[src/rtl/divu_core_param.sv]
// divu_core_param
// Iterative restoring divider: a W-bit or 2W-bit dividend divided by a W-bit
// divisor, signed or unsigned, retiring K quotient bits per iteration cycle.
// The datapath works on magnitudes. Signs are reapplied in the FIX state,
// where signed overflow is also detected and saturation is applied.
// W must be even and at least 8. K must divide W (1, 2 or 4).

module divu_core_param #(
    parameter int W = 32,
    parameter int K = 1
) (
    input  logic         CLK,
    input  logic         RST,
    input  logic         CE,
    input  logic         START,
    input  logic         ABORT,
    input  logic         SIGNED,
    input  logic         LONG,
    input  logic         SAT_EN,
    input  logic [W-1:0] DVDNT_H,
    input  logic [W-1:0] DVDNT_L,
    input  logic [W-1:0] DVSR,
    output logic         BUSY,
    output logic         DONE,
    output logic [W-1:0] Q,
    output logic [W-1:0] R,
    output logic         OVF
);

    localparam int ITERS = W / K;
    localparam int CW    = $clog2(ITERS + 1);

    // Extreme signed quotient values, also used as the signed saturation values.
    localparam logic [W-1:0] SMIN = {1'b1, {(W-1){1'b0}}};
    localparam logic [W-1:0] SMAX = {1'b0, {(W-1){1'b1}}};

    typedef enum logic [1:0] {
        IDLE,
        PREP,
        ITER,
        FIX
    } state_t;

    state_t state;
    state_t next_state;

    // Operands captured when START is accepted. Later input changes are ignored.
    logic         op_signed;
    logic         op_long;
    logic         op_sat;
    logic [W-1:0] op_h;
    logic [W-1:0] op_l;
    logic [W-1:0] op_dvsr;

    // Working registers for the magnitude division.
    logic           dvdnt_neg;
    logic           dvsr_neg;
    logic [W-1:0]   dvsr_mag;
    logic [W:0]     rem_reg;
    logic [W-1:0]   quo_reg;
    logic           ovf_pre;
    logic [CW-1:0]  cnt;

    // Combinational helpers.
    logic           accept;
    logic           finish;
    logic [2*W-1:0] full_dvdnt;
    logic           dvdnt_neg_c;
    logic [2*W-1:0] dvdnt_mag_c;
    logic           dvsr_neg_c;
    logic [W-1:0]   dvsr_mag_c;
    logic           ovf_pre_c;
    logic [W:0]     step_rem;
    logic [W-1:0]   step_quo;
    logic [W:0]     trial;
    logic           q_bit;
    logic           q_neg;
    logic           post_ovf;
    logic           ovf_final;
    logic [W-1:0]   sat_val;
    logic [W-1:0]   q_final;
    logic [W-1:0]   r_final;

    assign BUSY = (state != IDLE);

    // State register. Reset overrides the clock enable.
    always_ff @(posedge CLK) begin
        if (RST) begin
            state <= IDLE;
        end else if (CE) begin
            state <= next_state;
        end
    end

    // Next-state logic. ABORT returns to IDLE from every busy state, and it
    // also blocks a START that arrives in IDLE during the same cycle.
    always_comb begin
        next_state = state;
        accept     = 1'b0;
        finish     = 1'b0;
        case (state)
            IDLE: begin
                if (START && !ABORT) begin
                    next_state = PREP;
                    accept     = 1'b1;
                end
            end
            PREP: begin
                if (ABORT) begin
                    next_state = IDLE;
                end else if (ovf_pre_c) begin
                    next_state = FIX;
                end else begin
                    next_state = ITER;
                end
            end
            ITER: begin
                if (ABORT) begin
                    next_state = IDLE;
                end else if (cnt == CW'(1)) begin
                    next_state = FIX;
                end
            end
            FIX: begin
                next_state = IDLE;
                finish     = !ABORT;
            end
            default: next_state = IDLE;
        endcase
    end

    // Operand preparation: build the 2W-bit dividend and take both magnitudes.
    // The quotient fits in W bits only if the high dividend word is below the divisor.
    always_comb begin
        if (op_long) begin
            full_dvdnt = {op_h, op_l};
        end else if (op_signed) begin
            full_dvdnt = {{W{op_l[W-1]}}, op_l};
        end else begin
            full_dvdnt = {{W{1'b0}}, op_l};
        end
        dvdnt_neg_c = op_signed & full_dvdnt[2*W-1];
        dvdnt_mag_c = dvdnt_neg_c ? -full_dvdnt : full_dvdnt;
        dvsr_neg_c  = op_signed & op_dvsr[W-1];
        dvsr_mag_c  = dvsr_neg_c ? -op_dvsr : op_dvsr;
        ovf_pre_c   = (op_dvsr == '0) || (dvdnt_mag_c[2*W-1:W] >= dvsr_mag_c);
    end

    // K restoring shift-subtract steps, unrolled for one iteration cycle.
    // The partial remainder is always below the divisor magnitude, so the
    // shifted trial value fits in W+1 bits.
    always_comb begin
        step_rem = rem_reg;
        step_quo = quo_reg;
        trial    = '0;
        q_bit    = 1'b0;
        for (int i = 0; i < K; i++) begin
            trial = {step_rem[W-1:0], step_quo[W-1]};
            if (trial >= {1'b0, dvsr_mag}) begin
                step_rem = trial - {1'b0, dvsr_mag};
                q_bit    = 1'b1;
            end else begin
                step_rem = trial;
                q_bit    = 1'b0;
            end
            step_quo = {step_quo[W-2:0], q_bit};
        end
    end

    // Result formation. Sign fixup truncates toward zero. Signed overflow is
    // detected on the magnitude, and results are saturated or zeroed on overflow.
    // A zero divisor has its sign bit clear, so it counts as positive.
    always_comb begin
        q_neg    = dvdnt_neg ^ dvsr_neg;
        post_ovf = 1'b0;
        if (op_signed) begin
            post_ovf = q_neg ? (quo_reg > SMIN) : (quo_reg > SMAX);
        end
        ovf_final = ovf_pre || post_ovf;

        if (!op_signed) begin
            sat_val = '1;
        end else if (q_neg) begin
            sat_val = SMIN;
        end else begin
            sat_val = SMAX;
        end

        if (ovf_final) begin
            q_final = op_sat ? sat_val : '0;
            r_final = '0;
        end else begin
            q_final = q_neg ? -quo_reg : quo_reg;
            r_final = dvdnt_neg ? -rem_reg[W-1:0] : rem_reg[W-1:0];
        end
    end

    // Datapath and result registers. Q, R and OVF change only together with DONE.
    always_ff @(posedge CLK) begin
        if (RST) begin
            op_signed <= 1'b0;
            op_long   <= 1'b0;
            op_sat    <= 1'b0;
            op_h      <= '0;
            op_l      <= '0;
            op_dvsr   <= '0;
            dvdnt_neg <= 1'b0;
            dvsr_neg  <= 1'b0;
            dvsr_mag  <= '0;
            rem_reg   <= '0;
            quo_reg   <= '0;
            ovf_pre   <= 1'b0;
            cnt       <= '0;
            DONE      <= 1'b0;
            Q         <= '0;
            R         <= '0;
            OVF       <= 1'b0;
        end else if (CE) begin
            DONE <= 1'b0;
            if (accept) begin
                op_signed <= SIGNED;
                op_long   <= LONG;
                op_sat    <= SAT_EN;
                op_h      <= DVDNT_H;
                op_l      <= DVDNT_L;
                op_dvsr   <= DVSR;
            end
            if (state == PREP) begin
                dvdnt_neg <= dvdnt_neg_c;
                dvsr_neg  <= dvsr_neg_c;
                dvsr_mag  <= dvsr_mag_c;
                rem_reg   <= {1'b0, dvdnt_mag_c[2*W-1:W]};
                quo_reg   <= dvdnt_mag_c[W-1:0];
                ovf_pre   <= ovf_pre_c;
                cnt       <= CW'(ITERS);
            end
            if (state == ITER) begin
                rem_reg <= step_rem;
                quo_reg <= step_quo;
                cnt     <= cnt - CW'(1);
            end
            if (finish) begin
                Q    <= q_final;
                R    <= r_final;
                OVF  <= ovf_final;
                DONE <= 1'b1;
            end
        end
    end

endmodule
[config.mk]
export PLATFORM = sky130hd
export DESIGN_NAME = divu_core_param
export DESIGN_NICKNAME = d
export VERILOG_FILES = /design/src/rtl/divu_core_param.sv
export SDC_FILE = /design/constraint.sdc
export NUM_CORES = 1
export LEC_CHECK = 0
export BUFFER_PORTS_ARGS = -buffer_cell sky130_fd_sc_hd__buf_4
export CAP_MARGIN = 20
export CORE_ASPECT_RATIO = 0.5
export CORE_MARGIN = 3
export CORE_UTILIZATION = 55
export DETAILED_ROUTE_END_ITERATION = 8
export GPL_TIMING_DRIVEN = 0
export PLACE_DENSITY = 0.81
export SYNTH_ARGS = -nofsm -noshare
export SYNTH_HDL_FRONTEND = slang
export SYNTH_SLANG_ARGS = --single-unit
[constraint.sdc]
create_clock -name CLK -period 9.7 [get_ports CLK]
set_input_delay 1.455 -clock CLK [delete_from_list [all_inputs] [get_ports CLK]]
set_output_delay 1.455 -clock CLK [all_outputs]
set_load 0.01 [all_outputs]
== Word level (Yosys, flattened, before mapping) ==
Cells that the tools add are included.
Cells by class
  bitwise operators: 3
  $lt $le $gt $ge: 4
  mux-type cells: 31
  equal/unequal tests: 6
  add/subtract/negate cells: 6
  reduce and logical (&&, ||, !) cells: 13
Operators by type and width (count)
  $mux W32: 13
  $mux W64: 3
  $neg A32 Y32: 3
  $neg A64 Y64: 1
  $ge A33 B32 Y1: 1
  $ge A32 B32 Y1: 1
  $gt A32 B31 Y1 const B: 1
  $gt A32 B32 Y1 const B: 1
  $logic_not A32 Y1: 1
  $sub A32 B32 Y32: 1
  $mux W6: 2
  $mux W1: 8
  $mux W2: 4
  $pmux W2 S4: 1
  $reduce_and A2 Y1: 4
  $eq A6 B1 Y1 const B: 1
  $sub A6 B1 Y6 const B: 1
  $eq A2 B2 Y1 const B: 2
  $reduce_bool A2 Y1: 2
  $ne A3 B3 Y1 const B: 1
  $reduce_and A3 Y1: 1
  $and A1 B1 Y1: 2
  $eq A2 B1 Y1 const B: 1
  $logic_not A2 Y1: 1
  other kinds (5): 6
Word-level totals
  input port bits: 104
  flip-flop bits (word level): 272

== Logic depth before layout (Yosys ltp) ==
  depth in word-level cells: 9
  mapped depth: 18

== Worst setup path before layout ==
No wires, ideal clock.
  kind: register to register
  start: reg op_l[18]
  end: reg state[0]
  required time: 9.571 ns
  arrival: 4.049 ns
  stages on the path, launching flop included: 17
  period minus slack after synthesis: 4.178 ns
  setup slack: 5.522 ns
  buffers on the path: 0
  cell sequence: dfxtp_1 or4_4 or4_4 or3_4 a211oi_2 a21oi_1 xnor2_1 ha_1 a21o_1 a21o_1 a21oi_1 o21ai_0 nand3_1 a21oi_1 or4_1 a211oi_1 o21ai_0
Between the ends
  longest elaborated chain between the ends: 9
Ends and longest elaborated chain
  start, declared: RTL line 52  | logic [W-1:0] op_l;
  start signal, assigned: RTL line 205  | op_l <= '0;
  start signal, assigned: RTL line 225  | op_l <= DVDNT_L;
  $mux W64: RTL line 137  | end else if (op_signed) begin
  $mux W64 *: RTL line 135  | if (op_long) begin
  $neg A64 Y64 *: RTL line 143  | dvdnt_mag_c = dvdnt_neg_c ? -full_dvdnt : full_dvdnt;
  $mux W64 *: RTL line 143
  $ge A32 B32 Y1 *: RTL line 146  | ovf_pre_c = (op_dvsr == '0) || (dvdnt_mag_c[2*W-1:W] >= dvsr_mag_c);
  $logic_or A1 B1 Y1 *: RTL line 146
  $mux W1 *: RTL line 111  | end else if (ovf_pre_c) begin
  $mux W2 *: RTL line 109  | if (ABORT) begin
  $pmux W2 S4 *: RTL line 101  | case (state)
  end signal, assigned: RTL line 91  | state <= next_state;
  end, declared: RTL line 44  | state_t state;
Every way passes the cells marked *; elsewhere a longest branch is shown, timed or not.
A chain may end at the register's enable or synchronous reset.

== Worst setup path in the final report ==
Ends and elaborated chain as after synthesis.

==> flow_summary_export.csv <==
group,metric,value,unit
worst_setup_path,rrSetupSlack,4.05,ns
flow_run,drv_cap,0,
logic_synthesis,synthDistinctLibCells,68,
worst_setup_path,r2r_cells,16,
global_route,grt_use_met2,0.516,
logic_synthesis,avgSynthCellArea,7.31,um2
detailed_routing,antenna_left,0,
timing,period_minus_slack,5.65,ns
placed_design,io_buffers,169,
worst_setup_path,crit_path_end,"state[0]",
floorplanning,initial_utilization,0.568,
status,outcome,"completed",
timing,period_share,0.583,
finish,antenna_cells,0,
clocking,worstSkewPairLatency,0.57,ns
power_and_ir_drop,p_sw_frac,0.324,
logic_synthesis,syn_nets,2472,
clocking,numCtsBuffers,26,
worst_setup_path,end_kind,"flop",
timing,rsz0062_at_grt,"false",
hold_path,hp-class,"reg -> reg",
floorplanning,die_area,32700,um2
worst_setup_path,crit_required,10.13,ns
global_route,grt_pass1_vias,15700,
clocking,cts.sink_count,272,
logic_synthesis,synthArstFlopShare,0,
placed_design,detailed_place_hpwl,46300,um
worst_setup_path,worst_path_max_delay_cell,"nor4_1",
logic_synthesis,synthMuxAreaShare,0.00441,
clocking,clock_path_buffers,3,
power_and_ir_drop,p_int,0.00197,W
floorplanning,top_level_ports,171,
detailed_routing,vias_per_cell,6.19,
worst_setup_path,cpMostUsedCell,"o21ai_0",
global_route,grt_use_met1,0.515,
worst_setup_path,worstSetupStartpoint,"op_l[18]",
finish,area_delta_synth_final,15.8,%
logic_synthesis,ys.flop_type,"dfxtp_1",
floorplanning,fp.dieH,129,um
placed_design,placed_area,18500,um2
logic_synthesis,synth_xor_area_frac,0.0915,
global_route,antenna_found_initial,0,
floorplanning,die-width,253,um
power_and_ir_drop,clock_power_share,0.369,
logic_synthesis,ys_ff_latch,272,
power_and_ir_drop,p_seq_frac,0.405,
detailed_routing,routedWlPerCell,20.5,um
clocking,cts_tree,"built",
global_route,grt_use_met3,0.0800,
power_and_ir_drop,p_switching,0.000945,W
worst_setup_path,timing.rr.end,"state[0]",
detailed_routing,vias,18000,
global_route,grt_pass1_wl,89600,um
clocking,clk_pin_slew,0.07,ns
logic_synthesis,synthSimpleGateAreaFrac,0.233,
clocking,ctsHoldBuffers,0,
logic_synthesis,synth_top_family_by_area,"compound AO/OA/AOI/OAI gates",
logic_synthesis,syn_area,16800,um2
clocking,clock-root-buffer,"clkbuf_16",
global_route,gr-total-overflow,0,
worst_setup_path,arrival,6.08,ns
timing,hold_viol,0,
worst_setup_path,cp_max_fo,6,
power_and_ir_drop,p_comb_frac,0.226,
clocking,h-tree-depth,1,
floorplanning,fp.coreArea,29500,um2
power_and_ir_drop,p_per_area,150,nW/um2
finish,design_area,19400,um2
placed_design,gp_congestion,0.988,
timing,skew,0.0249,ns
global_route,grt-busiest-layer,"met2",
clocking,post_cts_buffers,0,
worst_setup_path,cpPeakStageDelay,0.63,ns
timing,fmax,177,MHz
detailed_routing,routed_wl,59500,um
power_and_ir_drop,p_total,0.00292,W
timing,maxSlewViolCount,0,
power_and_ir_drop,p_leak,7.58,nW
logic_synthesis,synth_edf_count,0,
global_route,grt_usage,0.351,
global_route,grt_max_degree,16,
logic_synthesis,synth_compound_area_frac,0.240,
clocking,cts_resized,0,
timing,hold-worst-slack,0.452,ns
worst_setup_path,timing.rr.start,"op_l[18]",
worst_setup_path,cp-start-kind,"flop",
finish,drive_gt1_frac,0.0996,
timing,finalSetupViolations,0,
finish,nNetsFinal,2670,
power_and_ir_drop,vdd_drop_max,0.000140,V
timing,maxSlewHeadroom,0.231,
logic_synthesis,synth_fa_ha_area_frac,0.0565,
logic_synthesis,ys_seq_area_frac,0.325,
logic_synthesis,synthCells,2293,
logic_synthesis,ys.warnings.count,0,
timing,setup_tns,0,ns
worst_setup_path,crit_chain,"or4_4 -> or4_4 -> nor4_1 -> nand2_1 -> o21ai_0 -> xor2_1 -> ha_1 -> a21o_1 -> a21o_1 -> a21oi_1 -> nor2b_1 -> o21ai_0 -> a21oi_1 -> or4_1 -> a211oi_1 -> o21ai_0",
detailed_routing,drt_iter0_markers,2237,
worst_setup_path,critical_path_class,"reg -> reg",
detailed_routing,first_pass_iters,5,
timing,tightest_slew,1.15,ns
detailed_routing,drc,0,
floorplanning,rows,44,
-- layer usage --
layer,share of wire,up-vias
li1,-,8445
met1,0.43,8373
met2,0.41,1021
met3,0.13,131
met4,0.029,0
met5,0,-
-- worst max-delay path: cells and delay by family, from the launching register on --
family / cells / cell delay, ns
AO/OA/AOI/OAI: 8 / 1.83
XOR/XNOR: 1 / 0.58
adder cells (fa/ha/maj): 1 / 0.36
flip-flops: 1 / 0.35
AND/OR/NAND/NOR: 6 / 2.41
-- cell usage in the layout (no fill, tap or decap), types with 18 or more instances in the layout --
cell type / n
or3_1: 20
xor2_1: 73
nand4_1: 21
nand2_1: 419
ha_1: 74
o21ai_0: 146
o31ai_1: 26
a21o_1: 24
a21oi_1: 329
a31oi_1: 18
buf_4: 169
clkbuf_16: 27
nand3_1: 68
nor2_1: 158
nor3_1: 53
dfxtp_1: 272
a211oi_1: 49
xnor2_1: 102
clkbuf_1: 137
nor4_1: 20
and2_1: 21
inv_1: 64
-- power groups by stage --
stage	clock network (W)	registers [W]	logic, W
floorplan	0	0.00119	0.000439
global placement	0	0.00120	0.000631
detailed placement	0	0.00121	0.000633
CTS	0.00108	0.00118	0.000638
global route	0.00112	0.00118	0.000713
finish	0.00108	0.00118	0.000660
-- cell usage after synthesis, drive strengths merged (24+ instances only) --
cell    count  area, um2
xor2       73        639
a21o       24        180
clkbuf    133        499
a21oi     329       1650
inv        64        240
nand3      68        340
nor2      160        608
dfxtp     272       5450
o21ai     150        751
nor3       56        302
a211oi     50        380
xnor2     102        893
ha         74        926
nand2     419       1570
o31ai      26        195
-- cells by family after synthesis --
| family | Yosys count |
|---|---|
| adders and majority gates | 75 |
| AOI/OAI and AO/OA | 687 |
| xor gates and xnor gates | 175 |
| and+or+nand+nor | 862 |
| buffers and inverters | 215 |
| DFF | 272 |
| muxes | 7 |
-- area by class of cell --
cell class | instances | area (um2)
Timing Repair Buffer | 170 | 1280
Sequential cell | 272 | 5450
Clock inverter | 13 | 138
Clock buffer | 35 | 746
Multi-Input combinational cell | 1806 | 10500
Tap cell | 391 | 489
Inverter | 64 | 240
Fill cell | 2646 | 10100
Buffer | 151 | 578
-- how the worst min path moves through the flow --
stage	startpoint	end	slack, ns	cells past startpoint
final	R[24]	R[24]	0.45	2
after global routing	R[0]	R[0]	0.47	2
after CTS	R[4]	R[4]	0.46	2
after detailed placement	R[13]	R[13]	0.45	2
after global placement	R[7]	R[7]	0.44	2
after floorplan	op_h[30]	op_h[30]	0.44	2
-- through the flow --
stage          utilization  instances  worst slack [ns]
6_report             0.658       2902              4.05
3_5_place_dp         0.627       2853              4.30
4_1_cts              0.657       2901              4.24
5_1_grt              0.658       2902              3.86
2_1_floorplan            -       2293              5.52
3_3_place_gp         0.627       2853              4.26
Note: power is estimated with default switching activity, not from simulation.
